File: config.mk
export PLATFORM = sky130hd
export DESIGN_NAME = sram_burst_ctrl
export DESIGN_NICKNAME = d
export VERILOG_FILES = /design/src/rtl/sram_burst_ctrl_pkg.sv /design/src/rtl/sram_rd_fifo.sv /design/src/rtl/sram_burst_ctrl.sv
export SDC_FILE = /design/constraint.sdc
export NUM_CORES = 1
export LEC_CHECK = 0
export ABC_CLOCK_PERIOD_IN_PS = 3500
export CAP_MARGIN = 20
export CORE_UTILIZATION = 47
export DETAILED_ROUTE_END_ITERATION = 8
export GPL_ROUTABILITY_DRIVEN = 0
export MAX_ROUTING_LAYER = met4
export PLACE_DENSITY = 0.79
export SYNTH_ARGS = -nofsm -noshare
export SYNTH_HDL_FRONTEND = slang
export SYNTH_SLANG_ARGS = --single-unit
File: constraint.sdc
create_clock -name i_clk -period 3.5 [get_ports i_clk]
set_input_delay 0.525 -clock i_clk [delete_from_list [all_inputs] [get_ports i_clk]]
set_output_delay 0.525 -clock i_clk [all_outputs]
set_load 0.1 [all_outputs]
File: src/rtl/sram_burst_ctrl_pkg.sv
// Shared definitions for the SRAM burst controller: FSM state encodings,
// read-buffer geometry and the read-issue throttle helper.
package sram_burst_ctrl_pkg;

  typedef enum logic [1:0] {
    ST_IDLE  = 2'd0,
    ST_WRITE = 2'd1,
    ST_READ  = 2'd2,
    ST_DRAIN = 2'd3
  } state_e;

  // Read-data buffer depth and the width needed to count 0..depth.
  localparam int RD_FIFO_DEPTH = 2;
  localparam int RD_FIFO_PTR_W = $clog2(RD_FIFO_DEPTH);
  localparam int RD_FIFO_CNT_W = $clog2(RD_FIFO_DEPTH + 1);

  // A new read may be issued only if the word it returns is guaranteed a
  // buffer slot: occupancy after this cycle's pop, plus the read already in
  // flight, must leave room for one more.
  function automatic logic rd_slot_free(
    input logic [RD_FIFO_CNT_W-1:0] count,
    input logic                     inflight,
    input logic                     pop
  );
    logic [RD_FIFO_CNT_W:0] occ;
    occ = {1'b0, count}
        + {{RD_FIFO_CNT_W{1'b0}}, inflight}
        - {{RD_FIFO_CNT_W{1'b0}}, pop};
    return occ < (RD_FIFO_CNT_W + 1)'(RD_FIFO_DEPTH);
  endfunction

endpackage

File: src/rtl/sram_rd_fifo.sv
// Two-entry read-data buffer between the SRAM read port and the read stream.
// Push while full is ignored unless a pop happens in the same cycle; the
// controller's issue throttle guarantees that never occurs in practice.
module sram_rd_fifo
  import sram_burst_ctrl_pkg::*;
#(
  parameter int DATA_WIDTH = 8
) (
  input  logic                     i_clk,
  input  logic                     i_rst,
  input  logic                     i_push,
  input  logic [DATA_WIDTH-1:0]    i_data,
  input  logic                     i_pop,
  output logic                     o_valid,
  output logic [DATA_WIDTH-1:0]    o_data,
  output logic [RD_FIFO_CNT_W-1:0] o_count
);

  logic [DATA_WIDTH-1:0]    mem_q [RD_FIFO_DEPTH];
  logic [RD_FIFO_PTR_W-1:0] wr_ptr_q;
  logic [RD_FIFO_PTR_W-1:0] rd_ptr_q;
  logic [RD_FIFO_CNT_W-1:0] count_q;
  logic                     full;
  logic                     empty;
  logic                     push_ok;
  logic                     pop_ok;

  assign full    = (count_q == RD_FIFO_CNT_W'(RD_FIFO_DEPTH));
  assign empty   = (count_q == '0);
  assign pop_ok  = i_pop && !empty;
  assign push_ok = i_push && (!full || pop_ok);

  assign o_valid = !empty;
  assign o_data  = mem_q[rd_ptr_q];
  assign o_count = count_q;

  // Storage array: data only, never reset; validity is tracked by count_q.
  always_ff @(posedge i_clk) begin
    if (push_ok) begin
      mem_q[wr_ptr_q] <= i_data;
    end
  end

  // Pointers and occupancy; simultaneous push and pop leave the count alone.
  always_ff @(posedge i_clk or posedge i_rst) begin
    if (i_rst) begin
      wr_ptr_q <= '0;
      rd_ptr_q <= '0;
      count_q  <= '0;
    end else begin
      if (push_ok) begin
        wr_ptr_q <= wr_ptr_q + RD_FIFO_PTR_W'(1);
      end
      if (pop_ok) begin
        rd_ptr_q <= rd_ptr_q + RD_FIFO_PTR_W'(1);
      end
      unique case ({push_ok, pop_ok})
        2'b10:   count_q <= count_q + RD_FIFO_CNT_W'(1);
        2'b01:   count_q <= count_q - RD_FIFO_CNT_W'(1);
        default: count_q <= count_q;
      endcase
    end
  end

endmodule

File: src/rtl/sram_burst_ctrl.sv
// Burst controller for a single-port synchronous SRAM. Accepts one burst
// command at a time, streams write data straight onto the SRAM port, and
// returns read data through a 2-entry buffer so the read stream can apply
// backpressure without losing the one-cycle-latency SRAM output.
module sram_burst_ctrl
  import sram_burst_ctrl_pkg::*;
#(
  parameter int ADDR_WIDTH = 8,
  parameter int DATA_WIDTH = 8,
  parameter int LEN_WIDTH  = 8
) (
  input  logic                  i_clk,
  input  logic                  i_rst,
  // command
  input  logic                  i_cmd_valid,
  output logic                  o_cmd_ready,
  input  logic                  i_cmd_write,
  input  logic [ADDR_WIDTH-1:0] i_cmd_addr,
  input  logic [LEN_WIDTH-1:0]  i_cmd_len,
  // write-data stream
  input  logic                  i_wdata_valid,
  output logic                  o_wdata_ready,
  input  logic [DATA_WIDTH-1:0] i_wdata,
  // read-data stream
  output logic                  o_rdata_valid,
  input  logic                  i_rdata_ready,
  output logic [DATA_WIDTH-1:0] o_rdata,
  // SRAM port
  output logic [ADDR_WIDTH-1:0] o_mem_addr,
  output logic                  o_mem_write,
  output logic [DATA_WIDTH-1:0] o_mem_data,
  input  logic [DATA_WIDTH-1:0] i_mem_data,
  // status
  output logic                  o_done,
  output logic                  o_busy
);

  state_e                   state_q;
  state_e                   state_d;

  logic [ADDR_WIDTH-1:0]    addr_q;
  logic [LEN_WIDTH-1:0]     len_q;
  logic [LEN_WIDTH-1:0]     cnt_q;
  logic                     rd_vld_p1;   // SRAM read issued last cycle
  logic                     done_q;

  logic                     cmd_accept;
  logic                     wr_beat;
  logic                     rd_issue;
  logic                     last_word;
  logic                     drain_empty;
  logic                     burst_end;

  logic                     fifo_valid;
  logic [DATA_WIDTH-1:0]    fifo_data;
  logic [RD_FIFO_CNT_W-1:0] fifo_count;
  logic                     rd_pop;

  assign cmd_accept  = i_cmd_valid && o_cmd_ready;
  assign last_word   = (cnt_q == len_q);
  assign rd_pop      = fifo_valid && i_rdata_ready;
  // Nothing in flight and the buffer empties with this cycle's pop.
  assign drain_empty = !rd_vld_p1
                    && (fifo_count == {{(RD_FIFO_CNT_W-1){1'b0}}, rd_pop});

  assign o_busy        = (state_q != ST_IDLE);
  assign o_done        = done_q;
  assign o_rdata_valid = fifo_valid;
  assign o_rdata       = fifo_data;

  // State register.
  always_ff @(posedge i_clk or posedge i_rst) begin
    if (i_rst) begin
      state_q <= ST_IDLE;
    end else begin
      state_q <= state_d;
    end
  end

  // Next-state logic.
  always_comb begin
    state_d = state_q;
    unique case (state_q)
      ST_IDLE: begin
        if (cmd_accept) begin
          state_d = i_cmd_write ? ST_WRITE : ST_READ;
        end
      end
      ST_WRITE: begin
        if (wr_beat && last_word) begin
          state_d = ST_IDLE;
        end
      end
      ST_READ: begin
        if (rd_issue && last_word) begin
          state_d = ST_DRAIN;
        end
      end
      ST_DRAIN: begin
        if (drain_empty) begin
          state_d = ST_IDLE;
        end
      end
      default: state_d = ST_IDLE;
    endcase
  end

  // Output and handshake decode; the SRAM port is driven combinationally so
  // a write beat lands on the SRAM in the same cycle it is accepted.
  always_comb begin
    o_cmd_ready   = 1'b0;
    o_wdata_ready = 1'b0;
    o_mem_write   = 1'b0;
    o_mem_addr    = addr_q;
    o_mem_data    = '0;
    wr_beat       = 1'b0;
    rd_issue      = 1'b0;
    burst_end     = 1'b0;
    unique case (state_q)
      ST_IDLE: begin
        o_cmd_ready = 1'b1;
      end
      ST_WRITE: begin
        o_wdata_ready = 1'b1;
        wr_beat       = i_wdata_valid;
        o_mem_write   = i_wdata_valid;
        o_mem_data    = i_wdata_valid ? i_wdata : '0;
        burst_end     = i_wdata_valid && last_word;
      end
      ST_READ: begin
        rd_issue = rd_slot_free(fifo_count, rd_vld_p1, rd_pop);
      end
      ST_DRAIN: begin
        burst_end = drain_empty;
      end
      default: begin
        o_cmd_ready = 1'b0;
      end
    endcase
  end

  // Burst bookkeeping: address/count advance per issued word, read-valid
  // pipe tracks the SRAM's one-cycle read latency, done is a 1-cycle pulse.
  always_ff @(posedge i_clk or posedge i_rst) begin
    if (i_rst) begin
      addr_q    <= '0;
      len_q     <= '0;
      cnt_q     <= '0;
      rd_vld_p1 <= 1'b0;
      done_q    <= 1'b0;
    end else begin
      if (cmd_accept) begin
        addr_q <= i_cmd_addr;
        len_q  <= i_cmd_len;
        cnt_q  <= '0;
      end else if (wr_beat || rd_issue) begin
        addr_q <= addr_q + ADDR_WIDTH'(1);
        cnt_q  <= cnt_q + LEN_WIDTH'(1);
      end
      rd_vld_p1 <= rd_issue;
      done_q    <= burst_end;
    end
  end

  // Read-data buffer; captures SRAM output the cycle after each issued read.
  sram_rd_fifo #(
    .DATA_WIDTH (DATA_WIDTH)
  ) u_rd_fifo (
    .i_clk   (i_clk),
    .i_rst   (i_rst),
    .i_push  (rd_vld_p1),
    .i_data  (i_mem_data),
    .i_pop   (rd_pop),
    .o_valid (fifo_valid),
    .o_data  (fifo_data),
    .o_count (fifo_count)
  );

endmodule
==> impl_metrics.json <==
{
  "syn_to_final_growth_pct": 32.9,
  "ir_worst_vdd_mv": 0.731,
  "yosysWarnings": 0,
  "pin_count": 68,
  "final_cells": 350,
  "worst-endpoint-required_ns": 3.73,
  "initial_core_util_pct": 49.2,
  "crit_type": "flop to flop",
  "ant_nets": 0,
  "finish.instance_area_mm2": 0.00311,
  "layout-drive-gt1-share_pct": 19.1,
  "cts_tree": "yes",
  "numCtsBuffers": 5,
  "drt_first_pass_iters": 4,
  "num_vias": 1720,
  "seq_area_mm2": 0.00128,
  "grt_usage_pct": 19.2,
  "core_mm2": 0.00475,
  "start_kind": "flop",
  "antenna_found_initial": 0,
  "rows": 25,
  "cts_hold_buf": 0,
  "cp_data_arrival_time_ns": 3.10,
  "cts_setup_buffers": 0,
  "dieArea_mm2": 0.00527,
  "async_reset_ff_share_pct": 66.7,
  "synth_edf_count": 16,
  "p_total_mw": 2.87,
  "ys_types": 37,
  "finalHoldViolCount": 0,
  "multi_input_area_um2": 976,
  "critPathCaptureType": "flop",
  "dieHeight_um": 72.6,
  "syn_area_mm2": 0.00234,
  "fin_worst_skew_ns": 0.00579,
  "syn_avg_cell_area_um2": 11.0,
  "setup_tns_ns": 0,
  "cts_buffer_depth": 2,
  "finalSetupViolations": 0,
  "drc": 0,
  "grt_start_max_net_pins": 33,
  "grt_pass1_wl_mm": 7.46,
  "diodes": 0,
  "syn_inst": 213,
  "clkLatencyLatePin_ns": 0.30,
  "wire_per_inst_um": 13.0,
  "root_buffer": "clkbuf_8",
  "fmax_mhz": 348,
  "grt_setup_unrepaired": "false",
  "syn_nets": 255,
  "power_density_mw_per_mm2": 924,
  "place_area_mm2": 0.00300,
  "path_max_fanout": 16,
  "worst_pin_slew_ns": 0.994,
  "hp-class": "flop to flop",
  "leakage_nw": 1.31,
  "port-buffer-count": 67,
  "dpl.hpwl_mm": 3.37,
  "clock-sinks": 48,
  "layout_setup_ws_ns": 0.626,
  "drt_iter0_markers": 86,
  "nFillCells": 376,
  "final_nets": 324,
  "dp_slack_ns": 0.359,
  "via_per_inst": 4.91,
  "cap_viol_max_count": 0,
  "fin_crit_sh_pct": 82.1,
  "htreeDepth": 2,
  "synth_ff_type": "dfrtp_1",
  "report.final.slew_viol_count": 0,
  "first_global_vias": 1671,
  "clk_pin_slew_ns": 0.09,
  "dp.cells": 342,
  "ys_seq_elements": 48,
  "drt_wl_total_mm": 4.56,
  "seq_area_frac_synth_pct": 54.7,
  "status": "complete, no violations",
  "die_w_um": 72.6,
  "grt_overflow_total": 0,
  "finalCriticalPeriod_ns": 2.87,
  "cts-resized-gates": 0,
  "slew_headroom_pct": 33.5
}
[stage by stage]
step	hold WS (ns)	util (%)
after floorplan	0.460	-
after global placement	0.474	63.0
after detailed placement	0.487	63.0
after CTS	0.510	65.4
after global routing	0.535	65.4
final	0.507	65.4
[state kept, by name, summed over array words and instances, names as in the netlist]
name,flops
u_rd_fifo.wr_ptr_q,1
state_q,2
u_rd_fifo.mem_q,16
o_done,1
u_rd_fifo.rd_ptr_q,1
o_mem_addr,8
rd_vld_p1,1
u_rd_fifo.o_count,2
cnt_q,8
len_q,8
[worst max-delay path: stages, from the launching register on]
cell and delay [ns]:
dfrtp_1 0.46, inv_1 0.17, nand2_1 0.10, and2_1 0.20
ha_1 0.28, nand2b_1 0.15, fa_1 0.38, xnor2_1 0.21
a41o_4 0.38, nand4_1 0.14, xor2_1 0.17, o21ai_0 0.15
[Yosys cell counts, types with 2 or more instances]
library cell,number,area [um2]
nand3_1,3,15.0
nand2_1,40,150
edfxtp_1,16,480
buf_6,3,33.8
and3_1,4,25.0
nor2_1,14,52.6
a21oi_1,7,35.0
ha_1,3,37.5
xor2_1,10,87.6
xnor2_1,12,105
mux2_2,8,90.1
nand4_2,2,25.0
and2_1,2,12.5
o21ai_0,8,40.0
nand4_1,9,56.3
inv_1,6,22.5
a31oi_1,3,18.8
clkbuf_1,2,7.51
nand2b_1,3,18.8
mux2i_1,2,20.0
dfrtp_1,32,801
nor3_1,2,10.0
and2_2,8,60.1
[per-layer routing]
layer / part of all wire, % / GRT usage (%) / wire (um) / vias up
met3: 4.6 / 5.25 / 209 / 6
met4: 1.1 / 4.58 / 48 / 0
met1: 45 / 22.0 / 2040 / 803
met5: 0 / - / 0 / -
li1: - / - / - / 871
met2: 50 / 33.6 / 2260 / 40
[placed cells by master, fill, tap and decap left out, types with 2 or more instances in the layout]
cell type	synthesis	layout
clkbuf_8	0	5
xor2_1	10	10
and2_2	8	8
a21oi_1	7	7
dfrtp_1	32	32
nand3_1	3	3
o21ai_0	8	8
edfxtp_1	16	16
and3_1	4	4
a31oi_1	3	3
nand2b_1	3	3
ha_1	3	3
clkdlybuf4s50_1	0	46
mux2i_1	2	2
nor3_1	2	2
nand4_1	9	9
nor2_1	14	14
nand2_1	40	40
nand4_2	2	2
inv_1	6	6
mux2_2	8	8
and2_1	2	2
xnor2_1	12	12
buf_4	0	23
[cell families after synthesis]
group	share of synthesized area [%]
flip-flops	54.7
multiplexers	4.70
AO/OA/AOI/OAI	5.61
adder cells (fa/ha/maj)	2.46
buffers and inverters	3.58
AND/OR/NAND/NOR	20.7
XOR/XNOR	8.23
[power breakdown]
part           internal, mW  total, mW  switching [mW]
sequential            0.722      0.884           0.162
combinational         0.438       1.58            1.14
clock                 0.215      0.407           0.192
total                  1.38       2.87            1.50
[path summary, 6_finish.rpt]
| kind | start | to | slack (ns) | cells after the start |
|---|---|---|---|---|
| min | len_q[4]$_DFFE_PP0P_ | len_q[4]$_DFFE_PP0P_ | 0.51 | 2 |
| max | u_rd_fifo.o_count[1]$_DFFE_PP0P_ | o_mem_addr[5]$_DFFE_PP0P_ | 0.63 | 11 |
| min in group asynchronous | i_rst | len_q[3]$_DFFE_PP0P_ | 0.60 | 3 |
| max reg2reg | u_rd_fifo.o_count[1]$_DFFE_PP0P_ | o_mem_addr[5]$_DFFE_PP0P_ | 0.63 | 11 |
| max in group asynchronous | i_rst | len_q[0]$_DFFE_PP0P_ | 2.60 | 3 |
| min reg2reg | len_q[4]$_DFFE_PP0P_ | len_q[4]$_DFFE_PP0P_ | 0.51 | 2 |
[layout make-up]
type                       instances  share of cell area [%]
tap                               67                    2.69
multi-input combinational        152                    31.4
clock buffer                       5                    2.21
clock inverter                     3                    1.49
timing repair buffer              69                    20.3
inverter                           6                   0.724
sequential                        48                    41.2
No activity file was read; power rests on OpenSTA's default activity.
